### config.mk
export PLATFORM = sky130hd
export DESIGN_NAME = imm_encoder
export DESIGN_NICKNAME = d
export VERILOG_FILES = /design/src/rtl/imm_encoder.sv
export SDC_FILE = /design/constraint.sdc
export NUM_CORES = 1
export LEC_CHECK = 0
export ABC_AREA = 0
export BUFFER_PORTS_ARGS = -buffer_cell sky130_fd_sc_hd__buf_2
export CORE_MARGIN = 8
export CORE_UTILIZATION = 40
export DETAILED_ROUTE_END_ITERATION = 6
export MAX_ROUTING_LAYER = met4
export PLACE_DENSITY = 0.8
export RECOVER_POWER = 50
export SLEW_MARGIN = 15
export SYNTH_ARGS = -nofsm -noshare
export SYNTH_HDL_FRONTEND = slang
export SYNTH_SLANG_ARGS = --single-unit
### constraint.sdc
create_clock -name clk -period 2.1 [get_ports clk]
set_clock_uncertainty 0.2 [all_clocks]
set_input_delay 0.21 -clock clk [delete_from_list [all_inputs] [get_ports clk]]
set_output_delay 0.21 -clock clk [all_outputs]
set_load 0.1 [all_outputs]
### src/rtl/imm_encoder.sv
// rtl/imm_encoder.sv - packs register fields and an immediate into one RV32I word, one registered stage.
// Optional IMM_RANGE_CHECK_EN flags immediates that do not fit the selected format on out_err.
module imm_encoder #(
  parameter int CNT_W = 16
) (
  input  logic             clk,
  input  logic             rst_n,
  input  logic             in_valid,
  output logic             in_ready,
  input  logic [2:0]       imm_sel,
  input  logic [6:0]       opcode,
  input  logic [4:0]       rd,
  input  logic [4:0]       rs1,
  input  logic [4:0]       rs2,
  input  logic [2:0]       funct3,
  input  logic [6:0]       funct7,
  input  logic [31:0]      imm,
  output logic             out_valid,
  input  logic             out_ready,
  output logic [31:0]      inst,
  output logic             out_err,
  output logic [CNT_W-1:0] enc_count
);

  localparam logic [2:0] SEL_I = 3'b000;
  localparam logic [2:0] SEL_S = 3'b001;
  localparam logic [2:0] SEL_B = 3'b010;
  localparam logic [2:0] SEL_U = 3'b011;
  localparam logic [2:0] SEL_J = 3'b100;

  logic             r_valid;
  logic [31:0]      r_inst;
  logic [CNT_W-1:0] r_count;
  logic [31:0]      w_inst;
  logic             w_in_ready;
  logic             w_capture;
  logic             w_handshake;

  assign w_in_ready  = !r_valid || out_ready;
  assign w_capture   = in_valid && w_in_ready;
  assign w_handshake = r_valid && out_ready;

  always_comb begin
    w_inst = '0;
    case (imm_sel)
      SEL_I:   w_inst = {imm[11:0], rs1, funct3, rd, opcode};
      SEL_S:   w_inst = {imm[11:5], rs2, rs1, funct3, imm[4:0], opcode};
      SEL_B:   w_inst = {imm[12], imm[10:5], rs2, rs1, funct3, imm[4:1], imm[11], opcode};
      SEL_U:   w_inst = {imm[31:12], rd, opcode};
      SEL_J:   w_inst = {imm[20], imm[10:1], imm[11], imm[19:12], rd, opcode};
      default: w_inst = {funct7, rs2, rs1, funct3, rd, opcode};
    endcase
  end

  always_ff @(posedge clk or negedge rst_n) begin
    if (!rst_n) begin
      r_valid <= 1'b0;
      r_inst  <= '0;
    end else begin
      if (w_capture) begin
        r_valid <= 1'b1;
        r_inst  <= w_inst;
      end else if (w_handshake) begin
        r_valid <= 1'b0;
      end
    end
  end

  // Count words leaving; a same-cycle capture does not add a second increment.
  always_ff @(posedge clk or negedge rst_n) begin
    if (!rst_n) begin
      r_count <= '0;
    end else if (w_handshake && (r_count != {CNT_W{1'b1}})) begin
      r_count <= r_count + 1'b1;
    end
  end

`ifdef IMM_RANGE_CHECK_EN
  logic r_err;
  logic w_err;

  always_comb begin
    w_err = 1'b0;
    case (imm_sel)
      SEL_I, SEL_S: w_err = !((&imm[31:11]) || !(|imm[31:11]));
      SEL_B:        w_err = !((&imm[31:12]) || !(|imm[31:12])) || imm[0];
      SEL_U:        w_err = |imm[11:0];
      SEL_J:        w_err = !((&imm[31:20]) || !(|imm[31:20])) || imm[0];
      default:      w_err = 1'b0;
    endcase
  end

  always_ff @(posedge clk or negedge rst_n) begin
    if (!rst_n) begin
      r_err <= 1'b0;
    end else if (w_capture) begin
      r_err <= w_err;
    end
  end

  assign out_err = r_err;
`else
  assign out_err = 1'b0;
`endif

  assign in_ready  = w_in_ready;
  assign out_valid = r_valid;
  assign inst      = r_inst;
  assign enc_count = r_count;

endmodule

# After elaboration in Yosys (flattened, before gate mapping)
# Cells that the tools add are included.
# op_classes
add_sub_neg,1
n_eq_ne,5
mux,3
n_reduce_logical,7
# ops
operator,count
one-hot mux 32 bit (5 select lines),1
"adder 16 x 1 -> 16 bit, second input constant",1
"inequality test 16 bit, second input constant",1
"equality test 3 x 2 -> 1 bit, second input constant",2
"equality test 3 x 1 -> 1 bit, second input constant",1
"equality test 3 bit, second input constant",1
logical AND 1 bit,3
zero test 3 bit,1
2-to-1 mux 1 bit,2
nonzero test 2 bit,1
zero test 1 bit,1
logical OR 1 bit,1
# totals
ff_bits,49
in_bits,71
out_inout_bits,51
wordCells,19

# Longest topological paths before layout
# Gate-level depths: netlist (run 1).
# logic_depth
word_depth,4
mapped_depth,6
mapped_depth_nobuf,5

# Worst setup path before layout (run 1)
# No wires, ideal clock.
# synth_path
path_type,register -> register
start,reg r_valid (netlist: out_valid)
end,reg r_inst[31] (netlist: inst[31])
setup_time_ns,0.096
arrival_time_ns,2.715
required_time_ns,1.804
slack_ns,-0.911
stages_incl_launch_ff,6
n_path_buf,1
period_less_slack_ns,3.011
cell_sequence,dfrtp_1 > nand2b_1 > nand2_1 > clkbuf_1 > nand2_1 > o31ai_1
# synth_via
elab_chain_cells,3
# synth_lines
item,line_no,source
"start, declared",31,logic r_valid;
"start signal, assigned",57,r_valid <= 1'b0;
"start signal, assigned",61,r_valid <= 1'b1;
"start signal, assigned",64,r_valid <= 1'b0;
zero test 1 bit,39,assign w_in_ready = !r_valid || out_ready;
logical OR 1 bit,39,
named net in_ready,9,"output logic in_ready,"
logical AND 1 bit,40,assign w_capture = in_valid && w_in_ready;
"end signal, assigned",62,r_inst <= w_inst;
"end, declared",32,logic [31:0] r_inst;
# The timed path passes the listed nets, and every way through them passes these cells.
# A chain may end at the register's enable or synchronous reset.

# Worst setup path in the final report (run 1)
# layout_path
start,in in_valid
end,reg r_inst[24] (netlist: inst[24])
# layout_via
elab_chain_cells,1
# layout_lines
item,line_no,source
"start, declared",8,"input logic in_valid,"
logical AND 1 bit,40,
# Every way passes these cells.

==> results of run 1 <==
## area by class of cell
type	count	area share [%]
clock buffers	6	1.971
clock inverters	2	0.2718
inverters	4	0.4077
multi-input cells	194	32.59
flip-flops and latches	49	34.08
well taps	75	2.548
repair buffers	165	28.13
## flip-flops by register name, summed over array words and instances, names as in the netlist
name,flops
out_valid,1
inst,32
enc_count,16
## worst paths after layout
path / to / from / slack (ns)
worst max register to register: inst[24] / out_valid / 0.11
max in group asynchronous: inst[14] / rst_n / 0.36
min in group asynchronous: out_valid / rst_n / 0.32
worst min-delay path: inst[28] / imm[8] / 0.005
worst max-delay path: inst[24] / in_valid / 0.10
worst min register to register: inst[2] / inst[2] / 0.28
## timing repair
action | in CTS | in global routing
hold buffers | 37 | 0
setup buffers | 0 | 0
setup endpoints to repair | 0 | 2
endpoints found under the hold margin | 57 | 0
resized for setup | 0 | 2
## worst reg2reg max path, delay by kind of cell (launching register included)
| family | cells | cell delay (ns) |
|---|---|---|
| AO/OA/AOI/OAI | 2 | 0.29 |
| buffers and inverters | 2 | 0.75 |
| flip-flops | 1 | 0.45 |
| AND/OR/NAND/NOR | 2 | 0.18 |
## power by group through the flow
stage / sequential, mW / combinational [mW] / clock (mW)
final: 1.26 / 1.89 / 0.538
after global routing: 1.28 / 1.97 / 0.595
after CTS: 1.26 / 1.89 / 0.554
after detailed placement: 1.28 / 1.83 / 0
after global placement: 1.26 / 1.81 / 0
after floorplan: 2.40 / 0.329 / 0
## kinds of logic after synthesis
kind of cell	share of synthesized area, %
and+or+nand+nor	22.25
buffers and inverters	2.976
other	0.1512
DFF	49.45
AOI/OAI and AO/OA	15.74
adders and majority gates	0.5045
muxes	6.811
xor gates and xnor gates	2.119
## layout by cell type, fill, tap and decap left out, drive strengths merged, types with 6 or more instances in the layout
master	n
buf	122
nor2	23
mux2i	12
clkbuf	12
dlygate4sd3	37
nand3	6
o22ai	6
o31ai	8
a21oi	16
a31oi	6
nand2	57
dfrtp	49
o21ai	13
## metal layers
metal  track usage (%)  routed length, um
met5                 -                  0
met4             5.722                120
met3             4.524                570
met2             30.88               4046
met1             20.74               3218
## per-stage QoR
step	worst slack (ns)	power, mW	instance area [um2]	cells	hold slack (ns)
after floorplan	0.02335	2.731	2516	259	-0.2856
after global placement	0.3422	3.075	3224	450	0.08906
after detailed placement	0.2996	3.104	3224	450	0.1034
after CTS	0.07846	3.706	3677	495	0.001544
after global routing	0.01445	3.842	3682	495	0.01580
final	0.1032	3.689	3682	495	0.005250
==> impl_metrics.tcl, run 1 <==
set metrics [dict create \
    setup_viol 0 \
    ff_latch_area_um2 1255 \
    syn-num-nets 331 \
    yosys_warnings 0 \
    ctsLongestPathBuffers 2 \
    die_area_um2 8976 \
    cp_slowest_cell "dlygate4sd3_1" \
    synth_most_common_cell "nand2_1" \
    synth_area_leader_cell "dfrtp_1" \
    row_count 28 \
    multi_input_area_um2 1200 \
    p_switching_mw 1.960 \
    synth_top_area_share_pct 49.45 \
    fin_crit_ns 1.997 \
    final_max_slew_viol_count 0 \
    grt_setup_unrepaired "false" \
    start_util_pct 41.64 \
    status "completed" \
    numPortBuffers 120 \
    synthFlopType "dfrtp_1" \
    synth_common_cells "nand2_1 (57), dfrtp_1 (49), nor2_1 (23), a21oi_1 (14), mux2i_1 (12)" \
    worst_setup_path_start_kind "input port" \
    grt_max_degree 46 \
    grt_util_all_layers_pct 18.26 \
    cts_root_buffer "clkbuf_8" \
    final_util_pct 61.83 \
    drtAntennaViolNets 0 \
    hold_class "input port to register" \
    grt_pass1_wl_um 12660 \
    fin_nets 491 \
    cts_tree "yes" \
    cp_num_cells 7 \
    drc 0 \
    fp.coreArea_um2 5956 \
    grt_overflow 0 \
    ios 122 \
    async_flop_share_pct 100.0 \
    wl_per_cell_um 16.07 \
    fp.dieH_um 94.74 \
    cp.arrival_ns 1.98 \
    drive_gt1_share_pct 39.05 \
    grt_pass1_vias 2594 \
    period_share_pct 95.09 \
    fillers 520 \
    pwr-share-comb_pct 51.2 \
    clock_sinks 49 \
    vias 2538 \
    critPathMaxFanout 45 \
    synth.distinct_cells 46 \
    drtIter0Drc 91 \
    clockPowerShare_pct 14.6 \
    maxCapViolCount 0 \
    p_leak_nw 1.829 \
    power.density_nw_per_um2 1002 \
    tns_ns 0 \
    antenna_found_initial 0 \
    slowest_delay_ns 0.56 \
    syn_area_per_cell_um2 9.575 \
    worstPathRequired_ns 2.08 \
    synth_edf_count 0 \
    routabilityCongestion 0.8777 \
    crit_buf_inv 4 \
    ys_ff_latch 49 \
    cp_top_family "buffers and inverters" \
    hpwlAfterDp_um 5664 \
    slew_headroom_pct 47.06 \
    endpoint_kind "register" \
    critPathMostFrequentCell "dlygate4sd3_1" \
    path_cells "dlygate4sd3_1, buf_2, nand2_1, buf_12, a221oi_2, a21oi_1, dlygate4sd3_1" \
    fmax_mhz 500.8 \
    clk_latency_ns 0.30 \
    via_per_inst 5.127 \
    num_antenna_cells 0 \
    die_x_um 94.74 \
    ff2ff_path_depth 6 \
    synthCells 259 \
    routed_wirelength_um 7956 \
    path_clk_slew_ns 0.09 \
    dr.pass1.iters 4 \
    syn_to_final_growth_pct 48.49 \
    ir_drop_uv 1088 \
    cts_inserted_buffers 5 \
    seqPwrFrac_pct 34.2 \
    netlist_top_cells_area "dfrtp_1 (49%), nand2_1 (8.6%), mux2i_1 (4.8%)" \
    internal_power_mw 1.728 \
    min_path_cells 3 \
    swShare_pct 53.14 \
    cts_htree_levels 2 \
    syn_area_um2 2480 \
    critPathKind "input port to register" \
    seq_area_frac_synth_pct 49.45 \
    timing.final.hold_violations 0 \
    tightestPinTransition_ns 0.7942 \
]
No activity file was read; power rests on OpenSTA's default activity.
==> run 2, diff against run 1 <==
Settings changed: CORE_MARGIN 8 to unset, PLACE_DENSITY 0.8 to 0.71.
==> impl_metrics.tcl, run 2 (same netlist as run 1, synthesis figures left out) <==
set metrics [dict create \
    rr_endpoint "enc_count[15]" \
    hold_start "imm[18]" \
    fp.coreArea_um2 5956 \
    largest_reg_flops 32 \
    grt_overflow 0 \
    swShare_pct 51.06 \
    cts_tree "yes" \
    num_antenna_cells 0 \
    syn_to_final_growth_pct 46.27 \
    pwr-share-comb_pct 48.5 \
    grt_pass1_vias 2268 \
    ctsLongestPathBuffers 2 \
    layoutNonFillerInstCount 490 \
    slew_headroom_pct 45.76 \
    r2r_slack_ns 0.28 \
    critPathKind "input port to register" \
    path_clk_slew_ns 0.09 \
    cts_htree_levels 2 \
    ir_drop_uv 881.5 \
    ios 122 \
    cts_inserted_buffers 5 \
    grt_setup_unrepaired "false" \
    cts_root_buffer "clkbuf_8" \
    setup_viol 0 \
    worst_setup_path_start_kind "input port" \
    final_util_pct 60.90 \
    final_max_slew_viol_count 0 \
    final_common_cell "buf_2" \
    timing.final.hold_violations 0 \
    cts_resized 0 \
    drive_gt1_share_pct 38.80 \
    seqPwrFrac_pct 33.1 \
    tightestPinTransition_ns 0.8137 \
    hpwlAfterDp_um 5085 \
    antenna_found_initial 0 \
    r2r-start "enc_count[5]" \
    drtIter0Drc 134 \
    routed_wirelength_um 6788 \
    vias 2484 \
    worstPathRequired_ns 2.09 \
    ctsHoldBuffers 30 \
    row_count 28 \
    wl_per_cell_um 13.85 \
    drtAntennaViolNets 0 \
    p_switching_mw 1.944 \
    placed_cells 452 \
    fin_nets 486 \
    start_util_pct 41.64 \
    clockPowerShare_pct 18.3 \
    fillers 535 \
    post_cts_buffers 0 \
    final_cell_mix "buf_2 (102), nand2_1 (57), dfrtp_1 (32), dlygate4sd3_1 (30), nor2_1 (23)" \
    grt_pass1_wl_um 10840 \
    status "completed" \
    p_leak_nw 1.804 \
    routabilityCongestion 0.8555 \
    fin_crit_ns 1.867 \
    crit_start "imm_sel[1]" \
    numPortBuffers 120 \
    maxCapViolCount 0 \
    period_share_pct 88.90 \
    internal_power_mw 1.864 \
    fmax_mhz 535.6 \
    tns_ns 0 \
    critPathMaxFanout 10 \
    fp.dieH_um 80.74 \
    via_per_inst 5.069 \
    clk_latency_ns 0.30 \
    crit_end "inst[16]" \
    hold_class "input port to register" \
    grt_util_all_layers_pct 22.40 \
    endpoint_kind "register" \
    die_x_um 80.74 \
    grt_max_degree 34 \
    drc 0 \
    clock_sinks 49 \
    ff2ff_path_depth 4 \
    total_power_mw 3.808 \
    cp.arrival_ns 1.85 \
    dr.pass1.iters 4 \
    power.density_nw_per_um2 1050 \
    die_area_um2 6519 \
]
-- run 2: cell count changes in the layout (fill, tap and decap cells not counted), sizes merged --
cell / previous run / this run
clkbuf: 12 / 29
clkinv: 2 / 0
buf: 122 / 108
bufinv: 0 / 1
dlygate4sd3: 37 / 30
-- run 2: critical path, stage by stage --
cell	delay [ns]
buf_2	0.17
nor2_1	0.11
buf_4	0.18
a21oi_4	0.34
mux2i_1	0.22
dlygate4sd3_1	0.56
o21ai_1	0.05
-- run 2: per-stage QoR --
stage	area (um2)	hold WS [ns]	setup WS, ns
2_1_floorplan	2516	-0.2856	0.02335
3_3_place_gp	3227	0.1042	0.3354
3_5_place_dp	3227	0.1164	0.3018
4_1_cts	3643	0.001542	0.2280
5_1_grt	3627	0.02085	0.08646
6_report	3627	0.0002284	0.2330
-- run 2: area by class of cell --
cell class / instances / area, um2 / area share (%)
Clock buffer: 7 / 86.33 / 2.380
Clock inverter: 1 / 30.03 / 0.8279
Inverter: 4 / 15.01 / 0.4139
Multi-Input combinational cell: 194 / 1187 / 32.74
Sequential cell: 49 / 1255 / 34.60
Tap cell: 75 / 93.84 / 2.587
Timing Repair Buffer: 160 / 959.7 / 26.46
-- run 2: worst min path at each step --
| stage | end | slack, ns | cells after the start |
|---|---|---|---|
| 6_report | inst[18] | 0.0002 | 3 |
| 5_1_grt | inst[30] | 0.02 | 3 |
| 2_1_floorplan | enc_count[10] | -0.29 | 0 |
| 3_3_place_gp | enc_count[5] | 0.10 | 1 |
| 3_5_place_dp | enc_count[5] | 0.12 | 1 |
| 4_1_cts | inst[19] | 0.002 | 3 |
-- run 2: per-layer routing --
| metal | track usage (%) | vias up | part of all wire [%] |
|---|---|---|---|
| met5 | - | - | 0 |
| met1 | 27.01 | 1151 | 41 |
| li1 | - | 1229 | - |
| met3 | 5.169 | 7 | 7.5 |
| met4 | 7.143 | 0 | 1.3 |
| met2 | 37.20 | 97 | 50 |
-- run 2: power by group through the flow --
stage               sequential [mW]  clock, mW  combinational, mW
floorplan                      2.40          0              0.329
global placement               1.26          0               1.80
detailed placement             1.27          0               1.81
CTS                            1.26      0.720               1.86
global route                   1.29      0.748               1.93
finish                         1.26      0.699               1.85
==> run 3, diff against run 2 <==
Settings changed: ABC_AREA 0 to 1, PLACE_DENSITY 0.71 to 0.7, RECOVER_POWER 50 to 100.
==> impl_metrics.tcl, run 3 <==
set metrics [dict create \
    place_area_um2 3396 \
    routed_wirelength_um 7490 \
    cts_htree_levels 2 \
    critPathMaxFanout 27 \
    fillers 596 \
    via_per_inst 4.968 \
    endpoint_kind "register" \
    cts_inserted_buffers 5 \
    maxCapViolCount 0 \
    grt_overflow 0 \
    fp.dieH_um 83.84 \
    clockPowerShare_pct 18.5 \
    final_cell_area_um2 3771 \
    rr_endpoint "inst[17]" \
    r2r-start "out_valid" \
    wl_met1_um 3317 \
    timing.final.ws_setup_ns 0.1647 \
    swShare_pct 51.22 \
    worst_setup_path_start_kind "register" \
    power.density_nw_per_um2 990.1 \
    timing.final.hold_violations 0 \
    final_max_slew_viol_count 0 \
    clock_sinks 49 \
    ir_drop_uv 627.3 \
    ff_latch_area_um2 1229 \
    ys_ff_latch 49 \
    critPathKind "register to register" \
    drc 10 \
    final_util_pct 58.72 \
    start_util_pct 41.71 \
    min_path_cells 3 \
    period_share_pct 92.16 \
    r2r_slack_ns 0.16 \
    synth.distinct_cells 26 \
    dr_wl_met3_um 380 \
    worstPathRequired_ns 2.13 \
    synth_area_leader_cell "dfrtp_1" \
    wl_met2_um 3712 \
    routabilityCongestion 0.9168 \
    seq_area_frac_synth_pct 45.77 \
    grt_setup_unrepaired "false" \
    p_switching_mw 1.913 \
    hold_end "inst[7]" \
    path_clk_slew_ns 0.09 \
    ios 122 \
    row_count 29 \
    drive_gt1_share_pct 27.53 \
    syn-num-nets 443 \
    hold_start "rd[0]" \
    slowest_delay_ns 0.57 \
    violations "DRC" \
    synthCells 371 \
    total_power_mw 3.734 \
    drtAntennaViolNets 0 \
    synth_most_common_cell "nand2_1" \
    largest_reg_flops 32 \
    yosys_warnings 0 \
    grt_util_all_layers_pct 22.79 \
    grt_pass1_vias 2825 \
    netlist_top_cells_area "dfrtp_1 (46%), nand2_1 (19%), nand3_1 (8.2%)" \
    tns_ns 0 \
    antenna_found_initial 0 \
    slew_headroom_pct 18.17 \
    hold_class "input port to register" \
    die_area_um2 7028 \
    fp.coreArea_um2 6422 \
    cp_top_family "buffers and inverters" \
    final_common_cell "nand2_1" \
    syn_area_per_cell_um2 7.221 \
    ctsLongestPathBuffers 2 \
    synth_top_area_share_pct 45.77 \
    clk_latency_ns 0.29 \
    wl_per_cell_um 12.48 \
    tightestPinTransition_ns 1.227 \
    die_x_um 83.84 \
    hpwlAfterDp_um 5598 \
    cp.arrival_ns 1.97 \
    fin_crit_ns 1.935 \
    vias 2981 \
    post_cts_buffers 0 \
    cts_root_buffer "clkbuf_8" \
    num_antenna_cells 0 \
    status "finished with violations" \
    syn_area_um2 2679 \
    dr.pass1.iters 6 \
    crit_buf_inv 2 \
    pwr-share-comb_pct 48.7 \
    seqPwrFrac_pct 32.8 \
    grt_pass1_wl_um 12570 \
    pre_cts_slack_ns 0.2157 \
    grt_max_degree 30 \
    synth_edf_count 0 \
    multi_input_area_um2 1271 \
    fin_nets 594 \
    drtIter0Drc 126 \
    numPortBuffers 120 \
    internal_power_mw 1.821 \
    p_leak_nw 1.950 \
    top_layer "met4" \
    syn_to_final_growth_pct 40.78 \
    synth_common_cells "nand2_1 (133), dfrtp_1 (49), nand3_1 (44), nor2_1 (44), inv_1 (24)" \
    cp_slowest_cell "dlygate4sd3_1" \
    final_cell_mix "nand2_1 (132), buf_2 (69), clkbuf_2 (51), dfrtp_1 (47), nand3_1 (45)" \
    cts_tree "yes" \
    ff2ff_path_depth 5 \
    fmax_mhz 516.7 \
    async_flop_share_pct 100.0 \
    synthFlopType "dfrtp_1" \
    setup_viol 0 \
    path_cells "a21oi_4, buf_6, nor2_1, a31oi_1, dlygate4sd3_1" \
]
==> run 3: changes by cell type in the layout (fill, tap and decap cells not counted), moves of 8 or more <==
cell,previous run,this run
o31ai_1,8,0
o21ai_0,4,15
a21oi_1,14,6
mux2i_1,12,0
dfrtp_2,14,2
nand2_1,57,132
nand3_1,4,45
inv_1,4,25
clkbuf_2,17,51
nor2_1,23,44
buf_2,102,69
dfrtp_1,32,47
==> run 3: power by group through the flow <==
stage                     Combinational (mW)  Clock, mW  Sequential [mW]
after floorplan                        0.336          0             2.32
after detailed placement                1.78          0             1.24
after CTS                               1.84      0.711             1.22
final                                   1.82      0.691             1.23
after global placement                  1.77          0             1.24
after global routing                    1.90      0.749             1.25
==> run 3: through the flow <==
step	hold WS (ns)	instances
CTS	0.0004989	600
global route	0.01763	600
global placement	0.004818	564
finish	0.007591	600
floorplan	-0.2856	371
detailed placement	0.01216	564
==> run 3: how the worst max path moves through the flow <==
stage / slack [ns] / startpoint / end / depth (start not counted)
5_1_grt: 0.03 / out_valid / inst[17] / 5
6_report: 0.16 / out_valid / inst[17] / 5
4_1_cts: 0.10 / out_valid / inst[18] / 5
3_5_place_dp: 0.22 / enc_count[0] / enc_count[11] / 9
2_1_floorplan: 0.00006 / enc_count[2] / enc_count[10] / 9
3_3_place_gp: 0.26 / enc_count[0] / enc_count[11] / 9
==> run 3: per-layer routing <==
layer	GRT usage (%)	vias up
li1	-	1488
met2	39.27	103
met1	27.37	1382
met3	4.154	8
met4	6.426	0
met5	-	-
==> run 3: timing repair <==
| item | CTS | global route |
|---|---|---|
| gates resized for setup | 0 | 1 |
| setup endpoints to repair | 0 | 5 |
| hold endpoints to repair | 40 | 0 |
| hold buffers | 28 | 0 |
==> run 3: cell type report <==
cell class	count	share of cell area, %
clock buffers	7	2.289
clock inverters	1	0.7963
inverters	29	2.887
multi-input cells	280	33.71
flip-flops and latches	49	32.58
well taps	77	2.555
repair buffers	157	25.18
==> run 3: cells by family after synthesis <==
logic type / share of synthesized area (%)
flip-flops: 45.77
XOR/XNOR: 2.616
AND/OR/NAND/NOR: 36.06
buffers and inverters: 6.959
AO/OA/AOI/OAI: 7.987
other: 0.1400
adder cells (fa/ha/maj): 0.4670
==> run 3: worst min-delay path, cell delays in order <==
cell,delay (ns)
buf_2,0.07
a21oi_1,0.05
a21oi_1,0.12
